<file path="src/rtl/adc_seq_pkg.sv">
// Shared types and defaults for the ADC slice sequencer.
// Used by adc_slice_sequencer and adc_seq_timer.
package adc_seq_pkg;

    typedef enum logic [2:0] {
        ST_IDLE      = 3'd0,
        ST_RESET     = 3'd1,
        ST_ENABLE    = 3'd2,
        ST_SYNC      = 3'd3,
        ST_WAIT_LOCK = 3'd4,
        ST_RUN       = 3'd5,
        ST_FAULT     = 3'd6
    } state_t;

    localparam int DEF_RST_CYCLES   = 8;
    localparam int DEF_SYNC_TIMEOUT = 255;
    localparam int MAX_INIT_W       = 1024;

    // Slice i gets i mod 2^ndiv, i.e. the low ndiv bits of its own index.
    function automatic logic [MAX_INIT_W-1:0] stagger_init(input int nti, input int ndiv);
        logic [MAX_INIT_W-1:0] v;
        logic [9:0]            idx;
        v = {MAX_INIT_W{1'b0}};
        for (int i = 0; i < nti; i++) begin
            for (int b = 0; b < ndiv; b++) begin
                idx    = 10'(i * ndiv + b);
                v[idx] = 1'((i >> b) & 1);
            end
        end
        return v;
    endfunction

endpackage

</file>
<file path="src/rtl/adc_seq_timer.sv">
// Saturating cycle counter with synchronous clear and terminal-count
// compare against a caller-selected limit.
module adc_seq_timer
    import adc_seq_pkg::*;
#(
    parameter int Nw = 8
) (
    input  logic          i_clk,
    input  logic          i_rst,
    input  logic          i_clr,
    input  logic [Nw-1:0] i_limit,
    output logic          o_tc
);

    logic [Nw-1:0] r_count;

    // Count up from zero after a clear, holding at all-ones instead of wrapping.
    always_ff @(posedge i_clk or posedge i_rst) begin
        if (i_rst) begin
            r_count <= {Nw{1'b0}};
        end else if (i_clr) begin
            r_count <= {Nw{1'b0}};
        end else if (r_count != {Nw{1'b1}}) begin
            r_count <= r_count + {{(Nw-1){1'b0}}, 1'b1};
        end else begin
            r_count <= r_count;
        end
    end

    assign o_tc = (r_count >= i_limit);

endmodule

</file>
<file path="src/rtl/adc_slice_sequencer.sv">
// Startup/shutdown sequencer for the interleaved stochastic ADC slice bank.
// Define ADC_SEQ_STAGGER_INIT_EN to derive divider phases from slice index.
module adc_slice_sequencer
    import adc_seq_pkg::*;
#(
    parameter int Nti          = 16,
    parameter int Ndiv         = 2,
    parameter int RST_CYCLES   = DEF_RST_CYCLES,
    parameter int SYNC_TIMEOUT = DEF_SYNC_TIMEOUT,
    parameter int Nw           = 8
) (
    input  logic                emu_clk,
    input  logic                emu_rst,
    input  logic                start,
    input  logic                stop,
    input  logic                negedge_clk_in,
    input  logic [Nti-1:0]      slice_mask,
    input  logic [Nti*Ndiv-1:0] init_cfg,
    input  logic [Nti-1:0]      en_sync_out,
    output logic                rstb,
    output logic [Nti-1:0]      en_slice,
    output logic                en_sync_in,
    output logic [Nti*Ndiv-1:0] init,
    output logic                running,
    output logic                fault,
    output logic [2:0]          state_o
);

    state_t                r_state;
    state_t                w_next;
    logic [Nti-1:0]        r_mask;
    logic [Nti*Ndiv-1:0]   r_init;
    logic [Nti*Ndiv-1:0]   w_init_src;
    logic [Nti*Ndiv-1:0]   w_init_masked;
    logic                  w_accept;
    logic                  w_lock;
    logic                  w_tc;
    logic                  w_clr;
    logic [Nw-1:0]         w_limit;
    logic                  r_rstb,  w_rstb;
    logic [Nti-1:0]        r_en_slice, w_en_slice;
    logic                  r_en_sync_in, w_en_sync_in;
    logic                  r_running, w_running;
    logic                  r_fault, w_fault;

`ifdef ADC_SEQ_STAGGER_INIT_EN
    assign w_init_src = (Nti*Ndiv)'(stagger_init(Nti, Ndiv));
`else
    assign w_init_src = init_cfg;
`endif

    // Unmasked slices always carry a zero divider init.
    for (genvar gi = 0; gi < Nti; gi++) begin : g_init_mask
        assign w_init_masked[gi*Ndiv +: Ndiv] = w_init_src[gi*Ndiv +: Ndiv] & {Ndiv{slice_mask[gi]}};
    end

    assign w_accept = start & ~stop & ((r_state == ST_IDLE) | (r_state == ST_FAULT));
    assign w_lock   = ((en_sync_out & r_mask) == r_mask);
    assign w_clr    = (w_next != r_state);
    // Limits are one less than the dwell because the count starts at zero on entry.
    assign w_limit  = (r_state == ST_RESET) ? Nw'(RST_CYCLES - 1) : Nw'(SYNC_TIMEOUT - 1);

    adc_seq_timer #(.Nw(Nw)) u_timer (
        .i_clk   (emu_clk),
        .i_rst   (emu_rst),
        .i_clr   (w_clr),
        .i_limit (w_limit),
        .o_tc    (w_tc)
    );

    // State register plus output registers decoded from the upcoming state.
    always_ff @(posedge emu_clk or posedge emu_rst) begin
        if (emu_rst) begin
            r_state      <= ST_IDLE;
            r_rstb       <= 1'b0;
            r_en_slice   <= {Nti{1'b0}};
            r_en_sync_in <= 1'b0;
            r_running    <= 1'b0;
            r_fault      <= 1'b0;
        end else begin
            r_state      <= w_next;
            r_rstb       <= w_rstb;
            r_en_slice   <= w_en_slice;
            r_en_sync_in <= w_en_sync_in;
            r_running    <= w_running;
            r_fault      <= w_fault;
        end
    end

    // Slice mask and divider init are captured only on an accepted start.
    always_ff @(posedge emu_clk or posedge emu_rst) begin
        if (emu_rst) begin
            r_mask <= {Nti{1'b0}};
            r_init <= {(Nti*Ndiv){1'b0}};
        end else if (w_accept) begin
            r_mask <= slice_mask;
            r_init <= w_init_masked;
        end else begin
            r_mask <= r_mask;
            r_init <= r_init;
        end
    end

    // Next-state logic; stop overrides every other transition.
    always_comb begin
        w_next = r_state;
        if (stop) begin
            w_next = ST_IDLE;
        end else begin
            case (r_state)
                ST_IDLE, ST_FAULT: begin
                    if (start) begin
                        w_next = (slice_mask == {Nti{1'b0}}) ? ST_FAULT : ST_RESET;
                    end else begin
                        w_next = r_state;
                    end
                end
                ST_RESET:     w_next = w_tc ? ST_ENABLE : ST_RESET;
                ST_ENABLE:    w_next = ST_SYNC;
                ST_SYNC:      w_next = negedge_clk_in ? ST_WAIT_LOCK : ST_SYNC;
                ST_WAIT_LOCK: begin
                    if (w_lock) begin
                        w_next = ST_RUN;
                    end else if (w_tc) begin
                        w_next = ST_FAULT;
                    end else begin
                        w_next = ST_WAIT_LOCK;
                    end
                end
                ST_RUN:       w_next = w_lock ? ST_RUN : ST_FAULT;
                default:      w_next = ST_IDLE;
            endcase
        end
    end

    // Output decode of the state being entered, so registered outputs track state_o.
    always_comb begin
        w_rstb       = 1'b0;
        w_en_slice   = {Nti{1'b0}};
        w_en_sync_in = 1'b0;
        w_running    = 1'b0;
        w_fault      = 1'b0;
        case (w_next)
            ST_ENABLE, ST_SYNC: begin
                w_rstb     = 1'b1;
                w_en_slice = r_mask;
            end
            ST_WAIT_LOCK: begin
                w_rstb       = 1'b1;
                w_en_slice   = r_mask;
                w_en_sync_in = 1'b1;
            end
            ST_RUN: begin
                w_rstb       = 1'b1;
                w_en_slice   = r_mask;
                w_en_sync_in = 1'b1;
                w_running    = 1'b1;
            end
            ST_FAULT: w_fault = 1'b1;
            default:  w_rstb  = 1'b0;
        endcase
    end

    assign rstb       = r_rstb;
    assign en_slice   = r_en_slice;
    assign en_sync_in = r_en_sync_in;
    assign init       = r_init;
    assign running    = r_running;
    assign fault      = r_fault;
    assign state_o    = r_state;

endmodule

</file>
<file path="config.mk">
export PLATFORM = sky130hd
export DESIGN_NAME = adc_slice_sequencer
export DESIGN_NICKNAME = d
export VERILOG_FILES = /design/src/rtl/adc_seq_pkg.sv /design/src/rtl/adc_seq_timer.sv /design/src/rtl/adc_slice_sequencer.sv
export SDC_FILE = /design/constraint.sdc
export NUM_CORES = 1
export LEC_CHECK = 0
export CAP_MARGIN = 20
export CORE_MARGIN = 2
export CORE_UTILIZATION = 49
export CTS_CLUSTER_SIZE = 20
export DETAILED_ROUTE_END_ITERATION = 12
export PLACE_DENSITY = 0.92
export SYNTH_ARGS = -nofsm -noshare
export SYNTH_HDL_FRONTEND = slang
export SYNTH_SLANG_ARGS = --single-unit
</file>
<file path="constraint.sdc">
create_clock -name emu_clk -period 4 [get_ports emu_clk]
set_clock_uncertainty 0.1 [all_clocks]
set_input_delay 0.8 -clock emu_clk [delete_from_list [all_inputs] [get_ports emu_clk]]
set_output_delay 0.8 -clock emu_clk [all_outputs]
set_load 0.005 [all_outputs]
</file>
==> results of run 1 <==
==> cell usage in the layout, fill, tap and decap left out, types with 2 or more instances in the layout <==
master | synthesis | final
and2_1 | 3 | 3
mux2_2 | 16 | 16
o2111ai_1 | 4 | 4
a21oi_1 | 5 | 5
nor4_2 | 4 | 4
and3_1 | 4 | 4
inv_1 | 8 | 7
nor2_1 | 14 | 14
nand3_1 | 4 | 4
clkinv_2 | 0 | 3
nor2b_1 | 2 | 2
buf_4 | 0 | 5
clkinvlp_4 | 0 | 2
clkdlybuf4s50_1 | 0 | 123
nor3b_1 | 7 | 7
nor4b_1 | 3 | 3
o21ai_0 | 35 | 35
nand2_1 | 69 | 69
dfrtp_1 | 79 | 79
nor3b_2 | 5 | 5
nor3_1 | 6 | 6
nor4_1 | 7 | 7
clkbuf_8 | 0 | 9
mux2i_1 | 3 | 3
bufinv_16 | 0 | 2
nand2b_1 | 14 | 14
nand4_1 | 3 | 3
==> tightest hold or removal path: cells and delay by family, from the launching register on <==
| kind | cells | cell delay, ns |
|---|---|---|
| compound gates | 1 | 0.06 |
| simple gates | 1 | 0.04 |
| flops | 1 | 0.34 |
==> cell families (layout without fill, tap and decap cells) <==
kind of cell,count (synthesis),after routing
AOI/OAI and AO/OA,57,57
xor gates and xnor gates,2,2
adders and majority gates,1,1
buffers and inverters,23,153
DFF,79,79
muxes,19,19
and+or+nand+nor,154,154
==> report_power, final <==
part	switching, mW	internal, mW	total (mW)
Combinational	0.198	0.284	0.481
Sequential	0.100	0.919	1.02
Clock	0.275	0.349	0.625
==> state kept, by name (all words and copies together), names as in the netlist, 3 cells and up <==
name and count:
en_slice 16, init 32, state_o 3, u_timer.r_count 8
r_mask 16
==> metal layers <==
layer / vias up / share of wire
met5: - / 0
met4: 0 / 0.021
met3: 16 / 0.076
met2: 127 / 0.47
met1: 1453 / 0.43
li1: 1432 / -
==> cell type report <==
class                   instances  area, um2
clock buffers                  10        128
clock inverters                 6       85.1
fillers                       535       2030
inverters                       9       35.0
multi-input cells             233       1490
flip-flops and latches         79       1980
well taps                      99        124
repair buffers                128       1270
==> how the worst max path moves through the flow <==
stage	slack, ns	to	from
after floorplan	1.08	en_slice[0]	emu_rst
after global placement	0.67	en_slice[15]	slice_mask[0]
after detailed placement	0.57	u_timer.r_count[6]	slice_mask[0]
after CTS	0.95	u_timer.r_count[6]	slice_mask[0]
after global routing	0.71	u_timer.r_count[5]	slice_mask[0]
final	0.88	u_timer.r_count[6]	slice_mask[0]
==> stage by stage <==
stage	setup WS, ns	hold WS (ns)	instance area (um2)	instances
floorplan	1.08	0.373	3560	335
global placement	0.665	0.360	4900	548
global route	0.705	0.424	5110	564
finish	0.879	0.378	5110	564
detailed placement	0.571	0.369	4900	548
CTS	0.947	0.386	5110	564
==> flow_metrics.tcl, run 1 <==
set metrics [dict create \
    status "complete, no violations" \
    total_power_mw 2.12 \
    min_period_ns 3.12 \
    vias 3028 \
    cts_hold_buffers 0 \
    start_util 0.499 \
    startpoint_type "input port" \
    cp.required_ns 4.08 \
    gp_routability_congestion 0.837 \
    synth_compound_area_frac 0.111 \
    path_cells "clkdlybuf4s50_1 > nor4_2 > nand4_1 > nor3_1 > o21ai_0 > mux2i_1 > nor4_1" \
    antenna_found_initial 0 \
    dieWidth_um 89.3 \
    use_met1 0.314 \
    dieArea_um2 7970 \
    finalWirelength_um 8940 \
    min_period_over_period 0.780 \
    synth_top_family_by_area "simple AND/OR/NAND/NOR gates" \
    netlist_top_cells_count "dfrtp_1, nand2_1, o21ai_0" \
    cts_made_buffers 9 \
    yosysMostFrequentCell "dfrtp_1" \
    drv_cap 0 \
    worstHoldStart "init[13]" \
    routedWlPerCell_um 15.9 \
    coreArea_um2 7140 \
    viasPerCell 5.37 \
    vdd_drop_max_uv 257 \
    crit_arrival_ns 3.21 \
    tns_ns 0 \
    async_flop_share 1.00 \
    busiest_layer "met2" \
    syn-instance-count 335 \
    powerDensity_nw_per_um2 416 \
    grt_max_degree 39 \
    fin_util 0.716 \
    ios 124 \
    ctsResizeCount 0 \
    clk_pin_slew_ns 0.07 \
    grt_pass1_vias 2920 \
    synth.avg_cell_area_um2 10.6 \
    synth_xor_area_frac 0.00491 \
    cts_sinks 79 \
    diodes 0 \
    synth.net_count 405 \
    critPathSlowestCell "mux2i_1" \
    rsz0062_at_grt "no" \
    p_leak_nw 2.16 \
    synth_cell_types 51 \
    synth_ff_type "dfrtp_1" \
    critPathMaxStageDelay_ns 0.57 \
    netlist_area_um2 3560 \
    synthTopCellsByArea "dfrtp_1, nand2_1, mux2_2" \
    crit_type "in2reg" \
    yosys.area.top_type "dfrtp_1" \
    insertion_delay_ns 0.34 \
    met3_usage 0.0637 \
    critPathBufInv 1 \
    relSlewSlack 0.447 \
    r2r_start "state_o[0]" \
    yosys_warnings 0 \
    fmax_mhz 320 \
    grtUsageMet2 0.361 \
    yosysSeqAreaShare 0.555 \
    grt-ovfl-total 0 \
    drt_iter0_markers 153 \
    area_delta_synth_final_pct 43.3 \
    hpwl_um 6760 \
    end_kind "flip-flop" \
    worst-path-stages 7 \
    root_buffer "clkbuf_8" \
    post-route-drc-count 0 \
    rr_endpoint "init[0]" \
    rows 31 \
    cts_tree "done" \
    reg2reg_slack_ns 1.39 \
    synth_top_area_share 0.555 \
    slew_viol_final 0 \
    synthMuxAreaShare 0.0590 \
    die_h_um 89.3 \
    h-tree-depth 3 \
    grt_pass1_wl_um 14000 \
    min_path_type "reg2reg" \
    port_buffers 123 \
    cp_max_fo 8 \
    cts_setup_buffers 0 \
    synth_fa_ha_area_frac 0.00351 \
    drive_gt1_frac 0.125 \
    synth_edf_count 0 \
    cts.path.max_buffers 2 \
    max_slew.worst_pin.slew_ns 0.827 \
    critPathTopFamily "simple AND/OR/NAND/NOR gates" \
    synth_simple_gate_area_share 0.240 \
    ys_ff_latch 79 \
    dr.pass1.iters 4 \
    whs_endpoint "init[13]" \
    ff2ff_path_depth 5 \
    setup_viol 0 \
    min_path_cells 2 \
    ant_nets 0 \
    finalHoldViolations 0 \
    grt.total_usage 0.232 \
    nets 530 \
]
Note: power is estimated with default switching activity, not from simulation.
==> run 2, diff against run 1 <==
--- a/config.mk
+++ b/config.mk
@@ -7,10 +7,10 @@
 export LEC_CHECK = 0
 export CAP_MARGIN = 20
 export CORE_MARGIN = 2
-export CORE_UTILIZATION = 49
+export CORE_UTILIZATION = 45
 export CTS_CLUSTER_SIZE = 20
 export DETAILED_ROUTE_END_ITERATION = 12
-export PLACE_DENSITY = 0.92
+export PLACE_DENSITY = 0.86
 export SYNTH_ARGS = -nofsm -noshare
 export SYNTH_HDL_FRONTEND = slang
 export SYNTH_SLANG_ARGS = --single-unit
==> constraint.sdc (replaced) <==
create_clock -name emu_clk -period 2.97 [get_ports emu_clk]
set_clock_uncertainty 0.1 [all_clocks]
set_input_delay 0.594 -clock emu_clk [delete_from_list [all_inputs] [get_ports emu_clk]]
set_output_delay 0.594 -clock emu_clk [all_outputs]
set_load 0.005 [all_outputs]
==> run 2 against run 1 <==
Die area increased by 8.5%. Sequential power increased by 34%. Setup slack got worse by 0.59 ns. Critical path type unchanged. Highest routed layer unchanged.
==> flow_metrics.tcl, run 2 (synthesized netlist as in run 1, its figures left out) <==
set metrics [dict create \
    status "complete, no violations" \
    ios 124 \
    cts.path.max_buffers 2 \
    rows 32 \
    drive_gt1_frac 0.165 \
    wl_met1_um 3950 \
    placement.cell_area_um2 5080 \
    cts_setup_buffers 0 \
    finalHoldViolations 0 \
    cts_hold_buffers 0 \
    holdWs_ns 0.382 \
    port_buffers 123 \
    finalWirelength_um 9520 \
    start_util 0.464 \
    grt.total_usage 0.232 \
    vdd_drop_max_uv 338 \
    layout_commonest_cell "clkdlybuf4s50_1" \
    reg2reg_slack_ns 0.53 \
    end_kind "flip-flop" \
    setup_viol 0 \
    ctsResizeCount 0 \
    gp_routability_congestion 0.856 \
    hpwl_um 7420 \
    antenna_found_initial 0 \
    viasPerCell 5.24 \
    path_cells "clkdlybuf4s50_1 > nor4_2 > a41oi_2 > nor3_1 > o41a_2 > mux2i_1 > nor4b_1" \
    nets 551 \
    grt-ovfl-total 0 \
    placed_cells 572 \
    rsz0062_at_grt "no" \
    met3_wirelength_um 617 \
    rr_endpoint "u_timer.r_count[3]" \
    finalNonFillerCells 588 \
    post-route-drc-count 0 \
    min_period_ns 2.68 \
    area_delta_synth_final_pct 48.3 \
    min_path_type "reg2reg" \
    powerDensity_nw_per_um2 541 \
    die_h_um 93 \
    crit_type "in2reg" \
    whs_endpoint "init[4]" \
    drv_cap 0 \
    clk_pin_slew_ns 0.09 \
    worstHoldStart "init[4]" \
    drt_iter0_markers 190 \
    slew_viol_final 0 \
    cp.required_ns 3.09 \
    insertion_delay_ns 0.35 \
    grt_max_degree 52 \
    min_period_over_period 0.903 \
    startpoint_type "input port" \
    dr.pass1.iters 4 \
    finish.instance_area_um2 5290 \
    crit_arrival_ns 2.81 \
    largest_reg_flops 32 \
    relSlewSlack 0.548 \
    min_path_cells 2 \
    ff2ff_path_depth 6 \
    dieWidth_um 93 \
    wl_met2_um 4670 \
    p_leak_nw 2.28 \
    coreArea_um2 7690 \
    fmax_mhz 373 \
    r2r_start "state_o[0]" \
    diodes 0 \
    final_cell_mix "clkdlybuf4s50_1, dfrtp_1, nand2_1" \
    ant_nets 0 \
    vias 3084 \
    cts_tree "done" \
    h-tree-depth 3 \
    critPathMaxStageDelay_ns 0.46 \
    root_buffer "clkbuf_8" \
    dieArea_um2 8650 \
    grt_pass1_vias 3088 \
    routedWlPerCell_um 16.2 \
    max_slew.worst_pin.slew_ns 0.676 \
    cp_max_fo 8 \
    cts_sinks 79 \
    cts_made_buffers 9 \
    critPathSlowestCell "clkdlybuf4s50_1" \
    fin_util 0.688 \
    top_layer_used "met4" \
    grt_pass1_wl_um 15200 \
]
[run 2: cell count changes in the layout (fill, tap and decap cells not counted), sizes merged]
cell      before  now
buf            5   26
bufinv         2    1
clkinv         3    4
clkinvlp       2    0
inv            8   10
[run 2: metrics by stage]
step           power (mW)  worst slack [ns]  setup TNS (ns)
6_report             2.86             0.287               0
5_1_grt              3.02             0.126               0
4_1_cts              2.89             0.321               0
3_5_place_dp         2.08           -0.0266         -0.0266
3_3_place_gp         2.04            0.0546               0
2_1_floorplan        1.65             0.253               0
[run 2: area by class of cell]
cell class,count,area [um2]
multi-input combinational,233,1490
tap,102,128
fill,567,2400
inverter,9,35.0
clock buffer,10,138
timing repair buffer,149,1450
clock inverter,6,66.3
sequential,79,1980
[run 2: worst max path at each step]
stage | startpoint | to | slack [ns] | depth (start not counted)
2_1_floorplan | emu_rst | en_slice[0] | 0.25 | 1
5_1_grt | slice_mask[3] | u_timer.r_count[3] | 0.13 | 7
6_report | slice_mask[3] | u_timer.r_count[3] | 0.29 | 7
4_1_cts | slice_mask[3] | u_timer.r_count[3] | 0.32 | 7
3_3_place_gp | en_sync_out[5] | u_timer.r_count[1] | 0.05 | 8
3_5_place_dp | slice_mask[3] | u_timer.r_count[3] | -0.03 | 7
[run 2: layer usage]
layer | vias up | GRT usage
met2 | 122 | 0.378
met5 | - | 0
met4 | 0 | 0.104
li1 | 1471 | -
met1 | 1471 | 0.298
met3 | 20 | 0.0524
[run 2: worst max-delay path: cells and delay by family]
| family | cells | cell delay, ns |
|---|---|---|
| AND/OR/NAND/NOR | 3 | 1.13 |
| buffers and inverters | 1 | 0.46 |
| AO/OA/AOI/OAI | 2 | 0.42 |
| multiplexers | 1 | 0.19 |
[run 2: power breakdown]
part           total (mW)  switching (mW)  internal [mW]
clock network       0.807           0.391          0.415
registers            1.37           0.135           1.24
logic               0.684           0.278          0.406
total                2.86           0.805           2.06
==> run 3, diff against run 2 <==
--- a/config.mk
+++ b/config.mk
@@ -5,6 +5,7 @@
 export SDC_FILE = /design/constraint.sdc
 export NUM_CORES = 1
 export LEC_CHECK = 0
+export ABC_AREA = 1
 export CAP_MARGIN = 20
 export CORE_MARGIN = 2
 export CORE_UTILIZATION = 45
==> constraint.sdc (replaced) <==
create_clock -name emu_clk -period 2.5 [get_ports emu_clk]
set_clock_uncertainty 0.1 [all_clocks]
set_input_delay 0.5 -clock emu_clk [delete_from_list [all_inputs] [get_ports emu_clk]]
set_output_delay 0.5 -clock emu_clk [all_outputs]
set_load 0.005 [all_outputs]
==> run 3 against run 2 <==
Utilization down 1.2 points. Via count up 0.49%. Sequential share of layout area up 0.47 points. Critical path depth up 7. Total power up 64%. Die area up 0.24%. Cell count up 12%. Flip-flop and latch count unchanged.
==> flow_metrics.tcl, run 3 <==
set metrics [dict create \
    drive_gt1_frac 0.111 \
    min_period_over_period 0.827 \
    ys_ff_latch 79 \
    nFillCells 601 \
    relSlewSlack 0.723 \
    rows 32 \
    grt.total_usage 0.217 \
    die_h_um 93.1 \
    max_slew.worst_pin.slew_ns 0.415 \
    final_cell_mix "clkdlybuf4s50_1, dfrtp_1, inv_1" \
    rr_endpoint "u_timer.r_count[3]" \
    ant_nets 0 \
    synth_cell_types 28 \
    cts_tree "done" \
    intPower_mw 3.18 \
    synth.avg_cell_area_um2 8.57 \
    finalWirelength_um 8710 \
    dr.pass1.iters 4 \
    synth_compound_area_frac 0.0854 \
    nets 623 \
    drt_iter0_markers 132 \
    synth_top_family_by_area "simple AND/OR/NAND/NOR gates" \
    diodes 0 \
    antenna_found_initial 0 \
    ctsResizeCount 0 \
    fmax_mhz 484 \
    powerDensity_nw_per_um2 899 \
    layout_commonest_cell "clkdlybuf4s50_1" \
    min_path_cells 2 \
    rsz0062_at_grt "no" \
    tns_ns 0 \
    grt_max_degree 80 \
    root_buffer "clkbuf_8" \
    yosys_warnings 0 \
    combPwrFrac 0.363 \
    cts_made_buffers 9 \
    yosys.area.top_type "dfrtp_1" \
    swShare 0.322 \
    min_period_ns 2.07 \
    h-tree-depth 3 \
    grt_pass1_vias 3075 \
    syn-instance-count 417 \
    startpoint_type "input port" \
    coreArea_um2 7730 \
    p_leak_nw 2.43 \
    hpwl_um 6750 \
    netlist_area_um2 3570 \
    async_flop_share 1.00 \
    vias 3099 \
    cp.required_ns 2.68 \
    status "complete, no violations" \
    largest_reg_flops 32 \
    setup_viol 0 \
    reg2reg_slack_ns 0.67 \
    area_delta_synth_final_pct 46.1 \
    yosysSeqAreaShare 0.553 \
    synth_edf_count 0 \
    synth_simple_gate_area_share 0.238 \
    power.switching_mw 1.51 \
    grt-ovfl-total 0 \
    synthMuxAreaShare 0.00315 \
    power_frac_seq 0.411 \
    port_buffers 123 \
    clk_pin_slew_ns 0.07 \
    drv_cap 0 \
    start_util 0.462 \
    finalHoldViolations 0 \
    synth_fa_ha_area_frac 0.00350 \
    grt_pass1_wl_um 14400 \
    worstHoldStart "r_mask[6]" \
    cts_sinks 79 \
    synth_top_area_share 0.553 \
    dieWidth_um 93.1 \
    slew_viol_final 0 \
    crit_arrival_ns 2.25 \
    synthTopCellsByArea "dfrtp_1, inv_1, nand2_1" \
    gp_routability_congestion 0.940 \
    cts_hold_buffers 0 \
    cts.path.max_buffers 2 \
    synth_xor_area_frac 0.00490 \
    dieArea_um2 8670 \
    register_area_um2 1980 \
    multi_input_area_um2 1200 \
    insertion_delay_ns 0.36 \
    cp_max_fo 8 \
    netlist_top_cells_count "dfrtp_1, inv_1, nand2_1" \
    ios 124 \
    synth.net_count 487 \
    end_kind "flip-flop" \
    routedWlPerCell_um 13.2 \
    cts_setup_buffers 0 \
    crit_type "in2reg" \
    power.share.clock 0.226 \
    holdWs_ns 0.411 \
    ff2ff_path_depth 12 \
    r2r_start "state_o[1]" \
    synth_ff_type "dfrtp_1" \
    min_path_type "reg2reg" \
    vdd_drop_max_uv 619 \
    post-route-drc-count 0 \
    viasPerCell 4.70 \
    whs_endpoint "en_slice[6]" \
]
==> run 3: cell types whose count changed in the layout (fill, tap and decap cells not counted), moves of 13 or more <==
cell | before | now
mux2_2 | 16 | 1
nor2_1 | 14 | 38
inv_1 | 7 | 78
nand2b_1 | 14 | 0
o21ai_0 | 35 | 52
nand3_1 | 4 | 38
buf_4 | 24 | 11
==> run 3: how the worst max path moves through the flow <==
stage	start	to	slack [ns]	cells after the start
6_report	slice_mask[7]	u_timer.r_count[1]	0.43	14
5_1_grt	slice_mask[13]	u_timer.r_count[4]	0.24	14
4_1_cts	slice_mask[13]	u_timer.r_count[1]	0.45	14
3_3_place_gp	slice_mask[13]	en_slice[15]	0.13	15
2_1_floorplan	slice_mask[10]	en_slice[6]	0.78	15
3_5_place_dp	slice_mask[13]	u_timer.r_count[2]	0.07	14
==> run 3: power by group through the flow <==
stage	combinational [mW]	clock, mW	sequential (mW)
floorplan	0.804	0	1.95
global placement	1.66	0	1.93
detailed placement	1.71	0	1.95
CTS	1.72	1.09	1.93
global route	1.88	1.16	1.98
finish	1.70	1.06	1.93
==> run 3: worst max-delay path, stage by stage <==
cell	delay, ns
clkdlybuf4s50_1	0.48
nor2_1	0.18
nand2_1	0.07
nor2_1	0.10
nand2_1	0.08
nand2_1	0.07
nand3_2	0.07
nand2_1	0.12
nand2_2	0.10
nand2_1	0.07
nand2_1	0.05
nor2_1	0.12
nand2_2	0.13
nor2_1	0.11
==> run 3: through the flow <==
| step | utilization | instances | instance area, um2 | worst slack [ns] | power, mW |
|---|---|---|---|---|---|
| 2_1_floorplan | - | 417 | 3580 | 0.776 | 2.75 |
| 3_3_place_gp | 0.646 | 644 | 4990 | 0.135 | 3.59 |
| 3_5_place_dp | 0.646 | 644 | 4990 | 0.0744 | 3.66 |
| 4_1_cts | 0.676 | 660 | 5220 | 0.451 | 4.74 |
| 5_1_grt | 0.676 | 660 | 5220 | 0.245 | 5.03 |
| 6_report | 0.676 | 660 | 5220 | 0.433 | 4.69 |
==> run 3: metal layers <==
layer / track usage / vias to the layer above / share of wire
li1: - / 1565 / -
met1: 0.269 / 1404 / 0.43
met2: 0.354 / 105 / 0.49
met3: 0.0532 / 25 / 0.052
met4: 0.107 / 0 / 0.036
met5: 0 / - / 0
==> run 3: cells by family (layout without fill, tap and decap cells) <==
logic type,after synthesis,in the layout
flops,79,79
simple gates,178,178
compound gates,60,60
buf+inv,96,237
fa+ha+maj,1,1
mux,1,1
xor+xnor,2,2
==> run 3: final cells by class <==
cell class	count	area share
Sequential cell	79	0.379
Clock inverter	6	0.0177
Inverter	85	0.0628
Clock buffer	10	0.0264
Multi-Input combinational cell	242	0.231
Tap cell	102	0.0244
Timing Repair Buffer	136	0.259
